`src/rtl/fir_channel_scheduler_pkg.sv`:
```
// Shared state encoding and datapath strobe layout for the multi-channel FIR scheduler.
// Also consumed by the datapath bench.
package fir_sched_pkg;

    typedef enum logic [2:0] {
        IDLE = 3'd0,
        LOAD = 3'd1,
        MAC  = 3'd2,
        DONE = 3'd3,
        OUT  = 3'd4
    } sched_state_t;

    localparam int unsigned DP_LOAD_BIT    = 0;
    localparam int unsigned DP_CLR_BIT     = 1;
    localparam int unsigned DP_CNT_BIT     = 2;
    localparam int unsigned DP_LOADRES_BIT = 3;
    localparam int unsigned DP_NSTROBES    = 4;

    typedef logic [DP_NSTROBES-1:0] dp_strobe_t;

    function automatic dp_strobe_t dp_strobes(input sched_state_t s);
        dp_strobe_t st;
        st = '0;
        case (s)
            LOAD: begin
                st[DP_LOAD_BIT] = 1'b1;
                st[DP_CLR_BIT]  = 1'b1;
            end
            MAC:     st[DP_CNT_BIT]     = 1'b1;
            DONE:    st[DP_LOADRES_BIT] = 1'b1;
            default: st = '0;
        endcase
        return st;
    endfunction

endpackage

```
`src/rtl/fir_channel_scheduler_rr_arbiter.sv`:
```
// Request arbiter for the FIR channel scheduler: one-hot grant plus encoded index.
// FIR_SCHED_FIXED_PRIO_EN selects lowest-index-wins and drops the pointer input.
module rr_arbiter
    import fir_sched_pkg::*;
#(
    parameter int unsigned NCH    = 4,
    parameter int unsigned LOGNCH = 2
) (
    input  logic [NCH-1:0]    req,
`ifndef FIR_SCHED_FIXED_PRIO_EN
    input  logic [LOGNCH-1:0] ptr,
`endif
    output logic [NCH-1:0]    grant,
    output logic [LOGNCH-1:0] grant_idx,
    output logic              grant_any
);

    always_comb begin
        grant     = '0;
        grant_idx = '0;
        grant_any = 1'b0;
`ifdef FIR_SCHED_FIXED_PRIO_EN
        for (int unsigned i = 0; i < NCH; i++) begin
            if (!grant_any && req[i]) begin
                grant[i]  = 1'b1;
                grant_idx = LOGNCH'(i);
                grant_any = 1'b1;
            end
        end
`else
        // Two ascending passes: indices at/after the pointer first, then the wrapped ones.
        for (int unsigned i = 0; i < NCH; i++) begin
            if (!grant_any && req[i] && (i >= 32'(ptr))) begin
                grant[i]  = 1'b1;
                grant_idx = LOGNCH'(i);
                grant_any = 1'b1;
            end
        end
        for (int unsigned i = 0; i < NCH; i++) begin
            if (!grant_any && req[i] && (i < 32'(ptr))) begin
                grant[i]  = 1'b1;
                grant_idx = LOGNCH'(i);
                grant_any = 1'b1;
            end
        end
`endif
    end

endmodule

```
`src/rtl/fir_channel_scheduler.sv`:
```
// Shares one FIR MAC datapath across NCH channels: grant, load, clear, tap sweep, latch, output.
// Define FIR_SCHED_FIXED_PRIO_EN for fixed priority (lowest index wins) instead of round-robin.
module fir_channel_scheduler
    import fir_sched_pkg::*;
#(
    parameter int unsigned INWIDTH    = 16,
    parameter int unsigned NCH        = 4,
    parameter int unsigned LOGNCH     = 2,
    parameter int unsigned COEFNUM    = 64,
    parameter int unsigned LOGCOEFNUM = 6
) (
    input  logic                   clock,
    input  logic                   reset,
    input  logic [NCH-1:0]         ch_valid,
    input  logic [NCH*INWIDTH-1:0] ch_data,
    output logic [NCH-1:0]         ch_ready,
    output logic [INWIDTH-1:0]     dp_sample,
    output logic [LOGNCH-1:0]      dp_bank,
    output logic                   dp_load,
    output logic                   dp_clr_res,
    output logic                   dp_cnt_en,
    output logic [LOGCOEFNUM-1:0]  dp_coef_addr,
    output logic                   dp_loadres,
    output logic                   out_valid,
    output logic [LOGNCH-1:0]      out_ch,
    input  logic                   out_ready,
    output logic                   busy
);

    sched_state_t          state, state_next;
    logic [LOGCOEFNUM-1:0] cnt, cnt_next;
    dp_strobe_t            strobe_q;
    logic [NCH-1:0]        grant;
    logic [LOGNCH-1:0]     grant_idx;
    logic                  grant_any;
    logic                  accept;
`ifndef FIR_SCHED_FIXED_PRIO_EN
    logic [LOGNCH-1:0]     ptr;
`endif

    rr_arbiter #(
        .NCH    (NCH),
        .LOGNCH (LOGNCH)
    ) u_arb (
        .req       (ch_valid),
`ifndef FIR_SCHED_FIXED_PRIO_EN
        .ptr       (ptr),
`endif
        .grant     (grant),
        .grant_idx (grant_idx),
        .grant_any (grant_any)
    );

    // Grant is a subset of ch_valid, so any grant in IDLE is a completed handshake.
    assign accept   = (state == IDLE) && grant_any;
    assign ch_ready = ((state == IDLE) && reset) ? grant : '0;

    always_comb begin
        state_next = state;
        cnt_next   = cnt;
        case (state)
            IDLE: if (accept) state_next = LOAD;
            LOAD: begin
                cnt_next   = '0;
                state_next = MAC;
            end
            MAC: begin
                if (cnt == LOGCOEFNUM'(COEFNUM - 1)) state_next = DONE;
                else                                 cnt_next   = cnt + 1'b1;
            end
            DONE: state_next = OUT;
            OUT:  if (out_ready) state_next = IDLE;
            default: state_next = IDLE;
        endcase
    end

    always_ff @(posedge clock or negedge reset) begin
        if (!reset) begin
            state        <= IDLE;
            cnt          <= '0;
            strobe_q     <= '0;
            dp_coef_addr <= '0;
            out_valid    <= 1'b0;
            busy         <= 1'b0;
            dp_sample    <= '0;
            dp_bank      <= '0;
            out_ch       <= '0;
`ifndef FIR_SCHED_FIXED_PRIO_EN
            ptr          <= '0;
`endif
        end else begin
            state        <= state_next;
            cnt          <= cnt_next;
            // Strobes are decoded from the next state so they are flops aligned with state.
            strobe_q     <= dp_strobes(state_next);
            dp_coef_addr <= (state_next == MAC) ? cnt_next : '0;
            out_valid    <= (state_next == OUT);
            busy         <= (state_next != IDLE);
            if (accept) begin
                dp_sample <= ch_data[32'(grant_idx)*INWIDTH +: INWIDTH];
                dp_bank   <= grant_idx;
                out_ch    <= grant_idx;
`ifndef FIR_SCHED_FIXED_PRIO_EN
                ptr       <= (grant_idx == LOGNCH'(NCH - 1)) ? '0 : grant_idx + 1'b1;
`endif
            end
        end
    end

    assign dp_load    = strobe_q[DP_LOAD_BIT];
    assign dp_clr_res = strobe_q[DP_CLR_BIT];
    assign dp_cnt_en  = strobe_q[DP_CNT_BIT];
    assign dp_loadres = strobe_q[DP_LOADRES_BIT];

endmodule

```
`config.mk`:
```
export PLATFORM = sky130hd
export DESIGN_NAME = fir_channel_scheduler
export DESIGN_NICKNAME = d
export VERILOG_FILES = /design/src/rtl/fir_channel_scheduler_pkg.sv /design/src/rtl/fir_channel_scheduler_rr_arbiter.sv /design/src/rtl/fir_channel_scheduler.sv
export SDC_FILE = /design/constraint.sdc
export NUM_CORES = 1
export LEC_CHECK = 0
export ABC_AREA = 1
export CAP_MARGIN = 10
export CORE_MARGIN = 2
export CORE_UTILIZATION = 44
export DETAILED_ROUTE_END_ITERATION = 7
export GPL_ROUTABILITY_DRIVEN = 0
export PLACE_DENSITY = 0.85
export SYNTH_ARGS = -nofsm -noshare
export SYNTH_HDL_FRONTEND = slang
export SYNTH_HIERARCHICAL = 1
export SYNTH_SLANG_ARGS = --single-unit
```
`constraint.sdc`:
```
create_clock -name clock -period 2.35 [get_ports clock]
set_input_delay 0.3525 -clock clock [delete_from_list [all_inputs] [get_ports clock]]
set_output_delay 0.3525 -clock clock [all_outputs]
set_load 0.005 [all_outputs]
```
# --- After elaboration in Yosys (flattened, before gate mapping) ---
# Cells that the tools add are included.
classes:
  n_addsub: 2
  magnitude_cmp: 6
  n_eq_ne: 10
  shifts: 1
  mux: 31
  reduce_logical: 22
ops:
  columns: ["operator", "count"]
  rows:
  - ["64-bit by 7-bit variable part select with 16-bit output", 1]
  - ["1-bit two-way mux", 16]
  - ["3-bit case mux with 5 select lines", 1]
  - ["1-bit logical AND", 14]
  - ["2-bit two-way mux", 7]
  - ["3-bit by 2-bit equality test with 1-bit output (second input constant)", 4]
  - ["6-bit two-way mux", 2]
  - ["6-bit case mux with 2 select lines", 1]
  - ["3-bit two-way mux", 3]
  - ["6-bit by 1-bit adder with 6-bit output (second input constant)", 1]
  - ["3-bit by 1-bit equality test with 1-bit output (second input constant)", 2]
  - ["3-bit equality test (second input constant)", 2]
  - ["6-bit equality test (second input constant)", 1]
  - ["1-bit zero test", 6]
  - ["1-bit by 2-bit greater-or-equal comparator with 1-bit output (first input constant)", 2]
  - ["1-bit by 2-bit less-than comparator with 1-bit output (first input constant)", 2]
  - ["4-bit two-way mux", 1]
  - ["3-bit zero test", 1]
  - ["3-bit nonzero test", 1]
  - ["2-bit by 1-bit adder with 2-bit output (second input constant)", 1]
  - ["2-bit equality test (second input constant)", 1]
  - ["2-bit greater-or-equal comparator (first input constant)", 1]
  - ["2-bit less-than comparator (first input constant)", 1]
totals:
  regBits: 41
  inputBits: 71
  out_inout_bits: 36
  wordCells: 81

# --- Longest topological paths before layout ---
# Gate-level depths: netlist of the first run.
logic_depth:
  depth_word: 31
  depth_mapped: 12
  depth_no_buf: 11

# --- Hierarchy ---
# The synthesis of the first run kept the hierarchy.
by_module_without_submodules:
  columns: ["module", "n_inst", "cells_each", "area_each_um2", "seq_area_each_um2"]
  rows:
  - ["fir_channel_scheduler", 1, 270, 2095.8, 1001.0]
  - ["rr_arbiter", 1, 29, 146.4, 0.0]

# --- Worst setup path before layout of the first run ---
# No wires, ideal clock.
synth_timing:
  kind: "register to register"
  from: "reg ptr[0]"
  to: "reg dp_sample[10]"
  setup_time_ns: 0.065
  arrival_ns: 1.527
  required_time_ns: 2.285
  path_slack_ns: 0.758
  stages_incl_launch_ff: 13
  path_buffers: 1
  period_less_slack_ns: 1.592
  path_cell_list: "dfrtp_1 nor2_1 nand2_1 nand2_2 inv_2 nand3_1 nand3_1 inv_2 buf_2 nor2_1 o22ai_1 nand2_1 nand2_1"
synth_between:
  elab_chain_cells: 27
  elab_cells_between_ends: 39
  classes_between: "order compare (6); shift (1); mux (13); reduce/logical (19)"
synth_lines:
  columns: ["element", "line", "text"]
  rows:
  - ["start: declaration", "fir_channel_scheduler.sv:38", "logic [LOGNCH-1:0] ptr;"]
  - ["start signal: assignment", "fir_channel_scheduler.sv:104", "ptr <= (grant_idx == LOGNCH'(NCH - 1)) ? '0 : grant_idx + 1'b1;"]
  - ["1-bit by 2-bit greater-or-equal comparator with 1-bit output", "fir_channel_scheduler_rr_arbiter.sv:33", "if (!grant_any && req[i] && (i >= 32'(ptr))) begin"]
  - ["1-bit logical AND", "fir_channel_scheduler_rr_arbiter.sv:33", null]
  - ["1-bit two-way mux", "fir_channel_scheduler_rr_arbiter.sv:33", null]
  - ["1-bit zero test", "fir_channel_scheduler_rr_arbiter.sv:33", null]
  - ["1-bit logical AND (2 in a row)", "fir_channel_scheduler_rr_arbiter.sv:33", null]
  - ["1-bit two-way mux", "fir_channel_scheduler_rr_arbiter.sv:33", null]
  - ["1-bit zero test", "fir_channel_scheduler_rr_arbiter.sv:33", null]
  - ["1-bit logical AND (2 in a row)", "fir_channel_scheduler_rr_arbiter.sv:33", null]
  - ["[8 not listed]", null, null]
  - ["1-bit zero test", "fir_channel_scheduler_rr_arbiter.sv:40", "if (!grant_any && req[i] && (i < 32'(ptr))) begin"]
  - ["1-bit logical AND (2 in a row)", "fir_channel_scheduler_rr_arbiter.sv:40", null]
  - ["1-bit two-way mux", "fir_channel_scheduler_rr_arbiter.sv:40", null]
  - ["1-bit zero test", "fir_channel_scheduler_rr_arbiter.sv:40", null]
  - ["1-bit logical AND (2 in a row)", "fir_channel_scheduler_rr_arbiter.sv:40", null]
  - ["2-bit two-way mux *", "fir_channel_scheduler_rr_arbiter.sv:40", null]
  - ["named net grant_idx[0]", "fir_channel_scheduler.sv:34", "logic [LOGNCH-1:0] grant_idx;"]
  - ["64-bit by 7-bit variable part select with 16-bit output *", "fir_channel_scheduler.sv:100", "dp_sample <= ch_data[32'(grant_idx)*INWIDTH +: INWIDTH];"]
  - ["end signal: assignment", "fir_channel_scheduler.sv:100", null]
  - ["end: declaration", "fir_channel_scheduler.sv:17", "output logic [INWIDTH-1:0] dp_sample,"]
# Mark *: on every way through the listed nets, which the timed path passes. The rest lies on a longest branch.
# A chain may end at the register's enable or synchronous reset.

# --- Final worst setup path of the first run ---
layout_timing:
  from: "in ch_valid[1]"
  to: "out ch_ready[2]"
layout_between:
  elab_chain_cells: 23
  elab_cells_between_ends: 24
  classes_between: "mux (8); reduce/logical (16)"
layout_lines:
  columns: ["element", "line", "text"]
  rows:
  - ["start: declaration", "fir_channel_scheduler.sv:14", "input logic [NCH-1:0] ch_valid,"]
  - ["1-bit logical AND (2 in a row)", "fir_channel_scheduler_rr_arbiter.sv:33", null]
  - ["1-bit two-way mux", "fir_channel_scheduler_rr_arbiter.sv:33", null]
  - ["1-bit zero test", "fir_channel_scheduler_rr_arbiter.sv:33", null]
  - ["1-bit logical AND (2 in a row)", "fir_channel_scheduler_rr_arbiter.sv:33", null]
  - ["1-bit two-way mux", "fir_channel_scheduler_rr_arbiter.sv:33", null]
  - ["1-bit zero test", "fir_channel_scheduler_rr_arbiter.sv:33", null]
  - ["1-bit logical AND", "fir_channel_scheduler_rr_arbiter.sv:33", null]
  - ["1-bit two-way mux", "fir_channel_scheduler_rr_arbiter.sv:33", null]
  - ["[4 not listed]", null, null]
  - ["1-bit zero test", "fir_channel_scheduler_rr_arbiter.sv:40", null]
  - ["1-bit logical AND (2 in a row)", "fir_channel_scheduler_rr_arbiter.sv:40", null]
  - ["1-bit two-way mux", "fir_channel_scheduler_rr_arbiter.sv:40", null]
  - ["1-bit zero test", "fir_channel_scheduler_rr_arbiter.sv:40", null]
  - ["1-bit logical AND (2 in a row)", "fir_channel_scheduler_rr_arbiter.sv:40", null]
  - ["1-bit two-way mux *", "fir_channel_scheduler_rr_arbiter.sv:40", null]
  - ["named net grant[2]", "fir_channel_scheduler.sv:33", "logic [NCH-1:0] grant;"]
  - ["4-bit two-way mux *", "fir_channel_scheduler.sv:56", "assign ch_ready = ((state == IDLE) && reset) ? grant : '0;"]
  - ["end: declaration", "fir_channel_scheduler.sv:16", "output logic [NCH-1:0] ch_ready,"]
# Marked as above.

==> run summary, run 1 <==
Final Max Tran Viols - 0
Inserted Clock Buffers - 5
Max stage delay cell, worst path - clkdlybuf4s50_1
Setup Crit Path Kind - primary input to output port
Filler cells - 408
R2R cell count - 12
Die W - 75.4 um
fraction of registers with async set/reset - 100%
Post-Synthesis Net Count - 372
# rows - 25
Port Buf Inserts - 106
commonest cells after routing, fill and taps aside - clkdlybuf4s50_1 (101), nand2_1 (74), nor2_1 (45)
commonest non-fill, non-tap cell in the layout - clkdlybuf4s50_1
PwrDens - 398 nW/um2
post-route cell area - 3470 um2
HP Class - primary input to async pin
Main synth FF type - dfrtp_1
remaining antenna violation count after routing - 0
DRT iter0 DRCs - 118
vias in the first global route - 2324
Final Non-Filler Cells - 475
first-pass GRT wire length - 10.7 mm
Core Box Area - 4820 um2
Max VDD drop - 0.315 mV
Mapped Area - 2240 um2
# placed instances - 467
via count of the routed design - 2350
CP bufs+invs - 3
worst relative slew slack - 66.7%
Cell variety after synth - 26
Chip Height - 75.4 um
Worst-path clk slew - 80 ps
Final Util - 72.0%
largest net degree at the start of global routing - 41
EDFF count, synth - 0
CTS tree - done
GRT Util Overall - 25.0%
crit-path max FO - 4
Avg Cell Area, Syn - 7.50 um2
# diodes - 0
Setup crit end kind - output port
share of cells above drive strength 1 - 10.5%
clk root buf - clkbuf_8
DRC - 0
YS warnings - 6
Clk Latency, worst-skew pair - 290 ps
post-synthesis sequential area ratio - 44.6%
Initial Util - 46.5%
max incr delay on CP - 500 ps
synthesis-to-finish area growth - 54.6%
initial antenna violation count - 0
Avg WL per Cell - 13.7 um
final setup fails - 0
Hold Buf Count CTS - 0
status - completed
Longest Clk Path Bufs - 2
setup TNS - 0 ps
post-route minimum period - 2240 ps
Lkg Pwr - 1.70 nW
die area - 5680 um2
# H-tree levels - 2
Slew @ Worst Pin - 499 ps
Post-Syn Instances - 299
nets - 481
max-cap check violation count - 0
Final HPWL DP - 4.96 mm
total routed wirelength - 6.50 mm
Hold Violations, Final - 0
grt total ovfl - 0
Period Utilization, post-route - 95.4%
crit-path cells - clkdlybuf4s50_1 > nand2_1 > nand2_2 > nor2_4 > nand4_2 > nand2_1 > inv_1 > nor2_1 > clkdlybuf4s50_1
Cell Area, Placed - 3370 um2
Largest delay share family, worst path - buffers and inverters
DR vias/cell - 4.95
CTS Sinks - 40
Critical Path Stages - 9
DRT Pass-1 Iters - 7
required time of the critical path - 2000 ps
I/O pins - 107
achievable clock frequency - 446 MHz
startpoint types - primary input
Yosys reg bits - 40
Final Skew - 4.11 ps
Worst Path Arrival - 1890 ps
RSZ-0062 raised after global routing - false
## path summary, 6_finish.rpt
path | startpoint | end | slack [ps]
max | ch_valid[1] | ch_ready[2] | 110
min | reset | ptr[1] | 130
max reg2reg | ptr[1] | dp_sample[15] | 440
min reg2reg | dp_sample[10] | dp_sample[10] | 480
max in group asynchronous | reset | dp_sample[6] | 1870
min in group clock | dp_sample[10] | dp_sample[10] | 480
## worst reg2reg max path: stages, from the launching register on
cell and delay, ps:
dfrtp_1 410, nor2_1 140, nand2_2 90, nand2_2 100
inv_2 60, nand3_1 80, nand3_1 160, inv_2 230
buf_4 220, nor2_1 60, o22ai_1 170, nand2_1 70
nand2_1 70
## metal layers
metal / part of all wire [%] / vias to the layer above / track usage [%]
met5: 0 / - / 0
met2: 51 / 75 / 44.0
met1: 42 / 1084 / 30.2
li1: - / 1182 / -
met3: 5.2 / 9 / 4.89
met4: 1.8 / 0 / 9.75
## metrics by stage
step | hold slack (ps) | worst slack (ps) | power (mW)
floorplan | 56.9 | 758 | 0.796
global placement | 452 | 71.0 | 0.953
detailed placement | 457 | 30.7 | 0.958
CTS | 138 | 9.52 | 1.39
global route | 158 | 4.71 | 1.45
finish | 125 | 109 | 1.38
## synthesized netlist by cell type, types with 2 or more instances
library cell	number	area (um2)
nand3_1	10	50.1
xor2_1	2	17.5
inv_1	24	90.1
inv_2	7	26.3
buf_4	4	30.0
nor2_4	3	33.8
buf_2	10	50.1
nand4_1	3	18.8
nor2_1	45	169
ha_1	2	25.0
nand2_2	7	43.8
nand3_2	2	20.0
nand2_1	75	282
o21ai_0	25	125
o21ai_1	15	75.1
dfrtp_1	40	1000
o22ai_1	16	100
## sequential cells by signal, indices dropped and copies added (netlist names)
signal / count
dp_coef_addr: 6
out_valid: 1
strobe_q: 3
busy: 1
cnt: 6
state: 3
ptr: 2
out_ch: 2
dp_sample: 16
## repair_timing
item / 4_1_cts / 5_1_grt
resized for setup: 0 / 5
setup endpoints to repair: 0 / 4
setup buffers: 0 / 1
## power by group
part | total (mW) | internal, mW | switching, mW
clock | 0.433 | 0.201 | 0.232
sequential | 0.688 | 0.688 | 0
combinational | 0.257 | 0.148 | 0.110
## cells by family after synthesis
family	Yosys count	synth area share, %
simple gates	147	28.9
compound gates	62	15.3
fa+ha+maj	2	1.12
xor+xnor	2	0.781
buf+inv	46	9.26
flops	40	44.6
## layout make-up
class	count	area (um2)	share of cell area, %
clock buffer	5	68.8	1.98
clock inverter	2	12.5	0.361
inverter	31	116	3.36
multi-input combinational	213	1040	29.9
sequential	40	1000	28.9
tap	67	83.8	2.42
timing repair buffer	117	1150	33.1
(Power assumes the default switching activity.)
==> run 2: changes to the inputs <==
--- a/config.mk
+++ b/config.mk
@@ -10,8 +10,8 @@
 export CORE_MARGIN = 2
 export CORE_UTILIZATION = 44
 export DETAILED_ROUTE_END_ITERATION = 7
-export GPL_ROUTABILITY_DRIVEN = 0
-export PLACE_DENSITY = 0.85
+export GPL_ROUTABILITY_DRIVEN = 1
+export PLACE_DENSITY = 0.87
 export SYNTH_ARGS = -nofsm -noshare
 export SYNTH_HDL_FRONTEND = slang
 export SYNTH_HIERARCHICAL = 1
==> run 2 against run 1 <==
Against the previous run: routed wire length grew 1.6%; first-iteration DRC count decreased by 8.5%; largest cell class unchanged; clock-buffer cell count did not move; non-clock buffer count is 2 lower; highest routed layer unchanged.
==> run summary, run 2 (same netlist as run 1, synthesis figures left out) <==
Inserted Clock Buffers - 5
# H-tree levels - 2
Max VDD drop - 0.291 mV
Switch Pwr - 0.347 mW
via count of the routed design - 2375
max incr delay on CP - 500 ps
DRC - 0
vias in the first global route - 2271
remaining antenna violation count after routing - 0
largest reg by FF count - dp_sample
total routed wirelength - 6.60 mm
Worst Path Arrival - 1850 ps
Final Max Tran Viols - 0
Setup Crit Path Kind - primary input to output port
max-cap check violation count - 0
R2R cell count - 11
Initial Util - 46.5%
Worst R2R Setup Slack - 390 ps
Final Skew - 7.89 ps
M1 GR Usage - 29.6%
Post-CTS Setup Inserts - 0
Net Sw Frac - 20.2%
Core Box Area - 4820 um2
Die W - 75.4 um
share of cells above drive strength 1 - 10.3%
GR Util met2 - 43.3%
post-route minimum period - 2200 ps
grt total ovfl - 0
Clock Power Share - 44.7%
clk root buf - clkbuf_8
Period Utilization, post-route - 93.7%
Worst-path clk slew - 80 ps
I/O pins - 107
Port Buf Inserts - 106
crit-path cells - clkdlybuf4s50_1 > nand2_2 > nand2_2 > inv_2 > nand3_1 > inv_1 > inv_1 > nor2_1 > clkdlybuf4s50_1
largest net degree at the start of global routing - 41
achievable clock frequency - 454 MHz
Final HPWL DP - 4.94 mm
Internal - 1.37 mW
Lkg Pwr - 1.74 nW
pre-CTS WS - 31.3 ps
RSZ-0062 raised after global routing - false
DRT iter0 DRCs - 108
final worst slack - 147 ps
status - completed
commonest cells after routing, fill and taps aside - clkdlybuf4s50_1 (102), nand2_1 (74), nor2_1 (45)
first-pass GRT wire length - 10.6 mm
die area - 5680 um2
Max stage delay cell, worst path - clkdlybuf4s50_1
nets - 479
worst relative slew slack - 67.6%
DR vias/cell - 5.00
Final Non-Filler Cells - 475
required time of the critical path - 2000 ps
Gate power share - 15.3%
biggest regs - dp_sample (16), cnt (6), dp_coef_addr (6)
setup TNS - 0 ps
met3 Use GR - 5.29%
Avg WL per Cell - 13.9 um
Longest Clk Path Bufs - 2
# placed instances - 466
max FFs per register - 16
Chip Height - 75.4 um
crit-path max FO - 3
GRT Util Overall - 24.7%
CTS Sinks - 40
sequential power share - 40.1%
final setup fails - 0
synthesis-to-finish area growth - 58.0%
GRT busiest layer - met2
# rows - 25
initial antenna violation count - 1
HP Class - primary input to async pin
CTS tree - done
PwrDens - 484 nW/um2
Slew @ Worst Pin - 487 ps
Clk Latency, worst-skew pair - 290 ps
Filler cells - 380
Final GP Congestion - 0.800
startpoint types - primary input
DRT Pass-1 Iters - 4
commonest non-fill, non-tap cell in the layout - clkdlybuf4s50_1
Hold Violations, Final - 0
Setup crit end kind - output port
## run 2: changes by cell type in the layout (fill, tap and decap cells not counted)
cell / previous run / this run
clkdlybuf4s50_1: 101 / 102
buf_12: 0 / 1
clkinv_2: 1 / 0
clkinvlp_4: 1 / 0
buf_4: 11 / 8
diode_2: 0 / 1
bufinv_16: 0 / 3
dlymetal6s2s_1: 4 / 3
## run 2: timing repair
| action | in CTS | in global routing |
|---|---|---|
| setup endpoints to repair | 0 | 4 |
| endpoints found under the hold margin | 0 | 0 |
| hold buffers | 0 | 0 |
| resized for setup | 0 | 4 |
## run 2: power by group through the flow
stage          combinational, mW  clock (mW)  sequential, mW
2_1_floorplan             0.0949           0           0.702
3_3_place_gp               0.252           0           0.701
3_5_place_dp               0.259           0           0.701
4_1_cts                    0.260       0.776           0.688
5_1_grt                    0.285       0.803           0.688
6_report                   0.262       0.766           0.688
## run 2: cell type report
| class | count | area (um2) | area share (%) |
|---|---|---|---|
| well taps | 67 | 83.8 | 2.37 |
| inverters | 31 | 116 | 3.29 |
| clock inverters | 3 | 90.1 | 2.54 |
| repair buffers | 115 | 1140 | 32.3 |
| flip-flops and latches | 40 | 1000 | 28.3 |
| multi-input cells | 213 | 1040 | 29.2 |
| clock buffers | 5 | 68.8 | 1.94 |
| diodes | 1 | 2.50 | 0.0706 |
## run 2: final timing paths
kind                                    start              end
min in group clock              dp_sample[10]    dp_sample[10]
max in group asynchronous               reset  dp_coef_addr[3]
worst max register to register         ptr[1]     dp_sample[8]
worst max-delay path              ch_valid[0]      ch_ready[3]
worst min register to register  dp_sample[10]    dp_sample[10]
worst min-delay path                    reset     dp_sample[7]
## run 2: metrics by stage
step / hold slack, ps / utilization [%] / instance area [um2] / total power, mW
floorplan: 56.9 / - / 2240 / 0.796
global placement: 451 / 70.0 / 3370 / 0.953
detailed placement: 460 / 70.0 / 3370 / 0.960
CTS: 142 / 73.3 / 3530 / 1.72
global route: 170 / 73.5 / 3540 / 1.78
finish: 131 / 73.5 / 3540 / 1.72
## run 2: layer usage
layer | wire length (um) | up-vias
met5 | 0 | -
met4 | 183 | 0
met3 | 407 | 15
met2 | 3220 | 86
met1 | 2790 | 1100
li1 | - | 1174
## run 2: critical path, delay by kind of cell
| kind | cells | cell delay [ps] |
|---|---|---|
| buffers and inverters | 5 | 1120 |
| AND/OR/NAND/NOR | 4 | 360 |
==> run 3: changes to the inputs <==
--- a/config.mk
+++ b/config.mk
@@ -11,7 +11,7 @@
 export CORE_UTILIZATION = 44
 export DETAILED_ROUTE_END_ITERATION = 7
 export GPL_ROUTABILITY_DRIVEN = 1
-export PLACE_DENSITY = 0.87
+export PLACE_DENSITY = 0.92
 export SYNTH_ARGS = -nofsm -noshare
 export SYNTH_HDL_FRONTEND = slang
 export SYNTH_HIERARCHICAL = 1
==> run 3 against run 2 <==
Against the previous run: first-iteration DRC count up 55%; clock skew is 2.4 ps lower; register-to-register slack worse by 60 ps; sequential share of layout area rose by 0.26 points; maximum frequency down 1.9%; global-route usage is 1.0 points lower; clock power decreased by 24%.
==> run summary, run 3 (same netlist as run 1, synthesis figures left out) <==
Final GP Congestion - 0.806
Max VDD drop - 0.398 mV
vias in the first global route - 2280
Clk Latency, worst-skew pair - 280 ps
DRT iter0 DRCs - 167
Final HPWL DP - 4.76 mm
grt total ovfl - 0
Hold Violations, Final - 0
Worst-path clk slew - 80 ps
Slew @ Worst Pin - 540 ps
total routed wirelength - 6.43 mm
Core Box Area - 4820 um2
startpoint types - primary input
synthesis-to-finish area growth - 56.5%
Initial Util - 46.5%
first-pass GRT wire length - 10.4 mm
pre-CTS WS - -4.79 ps
largest net degree at the start of global routing - 41
biggest regs - dp_sample (16), cnt (6), dp_coef_addr (6)
post-route cell area - 3510 um2
Worst Path Arrival - 1890 ps
Inserted Clock Buffers - 5
max-cap check violation count - 0
largest reg by FF count - dp_sample
Period Utilization, post-route - 95.6%
commonest non-fill, non-tap cell in the layout - clkdlybuf4s50_1
Hold Buf Count CTS - 0
initial antenna violation count - 0
CTS Sinks - 40
achievable clock frequency - 445 MHz
Final Util - 72.9%
via count of the routed design - 2361
I/O pins - 107
final setup fails - 0
commonest cells after routing, fill and taps aside - clkdlybuf4s50_1 (102), nand2_1 (74), nor2_1 (45)
remaining antenna violation count after routing - 0
Cell Area, Placed - 3360 um2
die area - 5680 um2
Filler cells - 401
Chip Height - 75.4 um
Final Skew - 5.53 ps
final worst slack - 104 ps
# H-tree levels - 2
Port Buf Inserts - 106
crit-path max FO - 4
Avg WL per Cell - 13.5 um
GRT Util Overall - 23.7%
DR vias/cell - 4.97
worst relative slew slack - 64.0%
Setup Crit Path Kind - primary input to output port
DRC - 0
Final Max Tran Viols - 0
post-route minimum period - 2250 ps
# placed instances - 465
multi-input logic area - 1040 um2
max FFs per register - 16
PwrDens - 435 nW/um2
required time of the critical path - 2000 ps
CTS tree - done
nets - 480
total power - 1.53 mW
# rows - 25
Die W - 75.4 um
Setup crit end kind - output port
Longest Clk Path Bufs - 2
Final Non-Filler Cells - 475
Reg area - 1000 um2
DRT Pass-1 Iters - 4
# diodes - 0
HP Class - primary input to async pin
Lkg Pwr - 1.71 nW
share of cells above drive strength 1 - 10.5%
clk root buf - clkbuf_8
status - completed
[run 3: repair_timing]
item | 4_1_cts | 5_1_grt
setup buffers | 0 | 2
endpoints found under the setup margin | 0 | 4
gates resized for setup | 0 | 4
[run 3: routing by layer]
metal	track usage, %	routed length, um	vias up	part of all wire [%]
li1	-	-	1177	-
met1	30.2	2740	1090	43
met2	40.7	3210	84	50
met3	4.63	358	10	5.6
met4	7.99	119	0	1.9
met5	0	0	-	0
[run 3: power breakdown]
| part | internal [mW] | switching [mW] | leakage, nW | total (mW) |
|---|---|---|---|---|
| Sequential | 0.688 | 0 | 0.524 | 0.688 |
| Combinational | 0.150 | 0.108 | 1.13 | 0.258 |
| Clock | 0.347 | 0.235 | 0.0614 | 0.583 |
| Total | 1.18 | 0.343 | 1.71 | 1.53 |
[run 3: final cells by class]
type	count	share of cell area, %
repair buffers	116	32.8
multi-input cells	213	29.5
flip-flops and latches	40	28.5
inverters	31	3.32
well taps	67	2.39
clock buffers	6	2.35
clock inverters	2	1.11
[run 3: critical path: stages]
cell             delay, ps
clkdlybuf4s50_1        450
nand2_1                100
nand2_2                 80
nor2_4                 140
nand2_1                 60
nand2_1                 60
inv_1                   30
nor2_1                 100
clkdlybuf4s50_1        520
[run 3: per-stage QoR]
stage | hold WS (ps) | setup TNS, ps
after floorplan | 56.9 | 0
after global placement | 456 | 0
after detailed placement | 462 | -4.79
after CTS | 155 | 0
after global routing | 175 | -9.04
final | 140 | 0
[run 3: worst paths after layout]
check | start | end | slack [ps] | depth (start not counted)
max | ch_valid[1] | ch_ready[0] | 100 | 9
min | reset | out_valid | 140 | 2
max reg2reg | ptr[0] | dp_sample[0] | 330 | 12
min reg2reg | dp_sample[7] | dp_sample[7] | 480 | 2
max in group asynchronous | reset | cnt[5] | 1860 | 2
min in group clock | dp_sample[7] | dp_sample[7] | 480 | 2
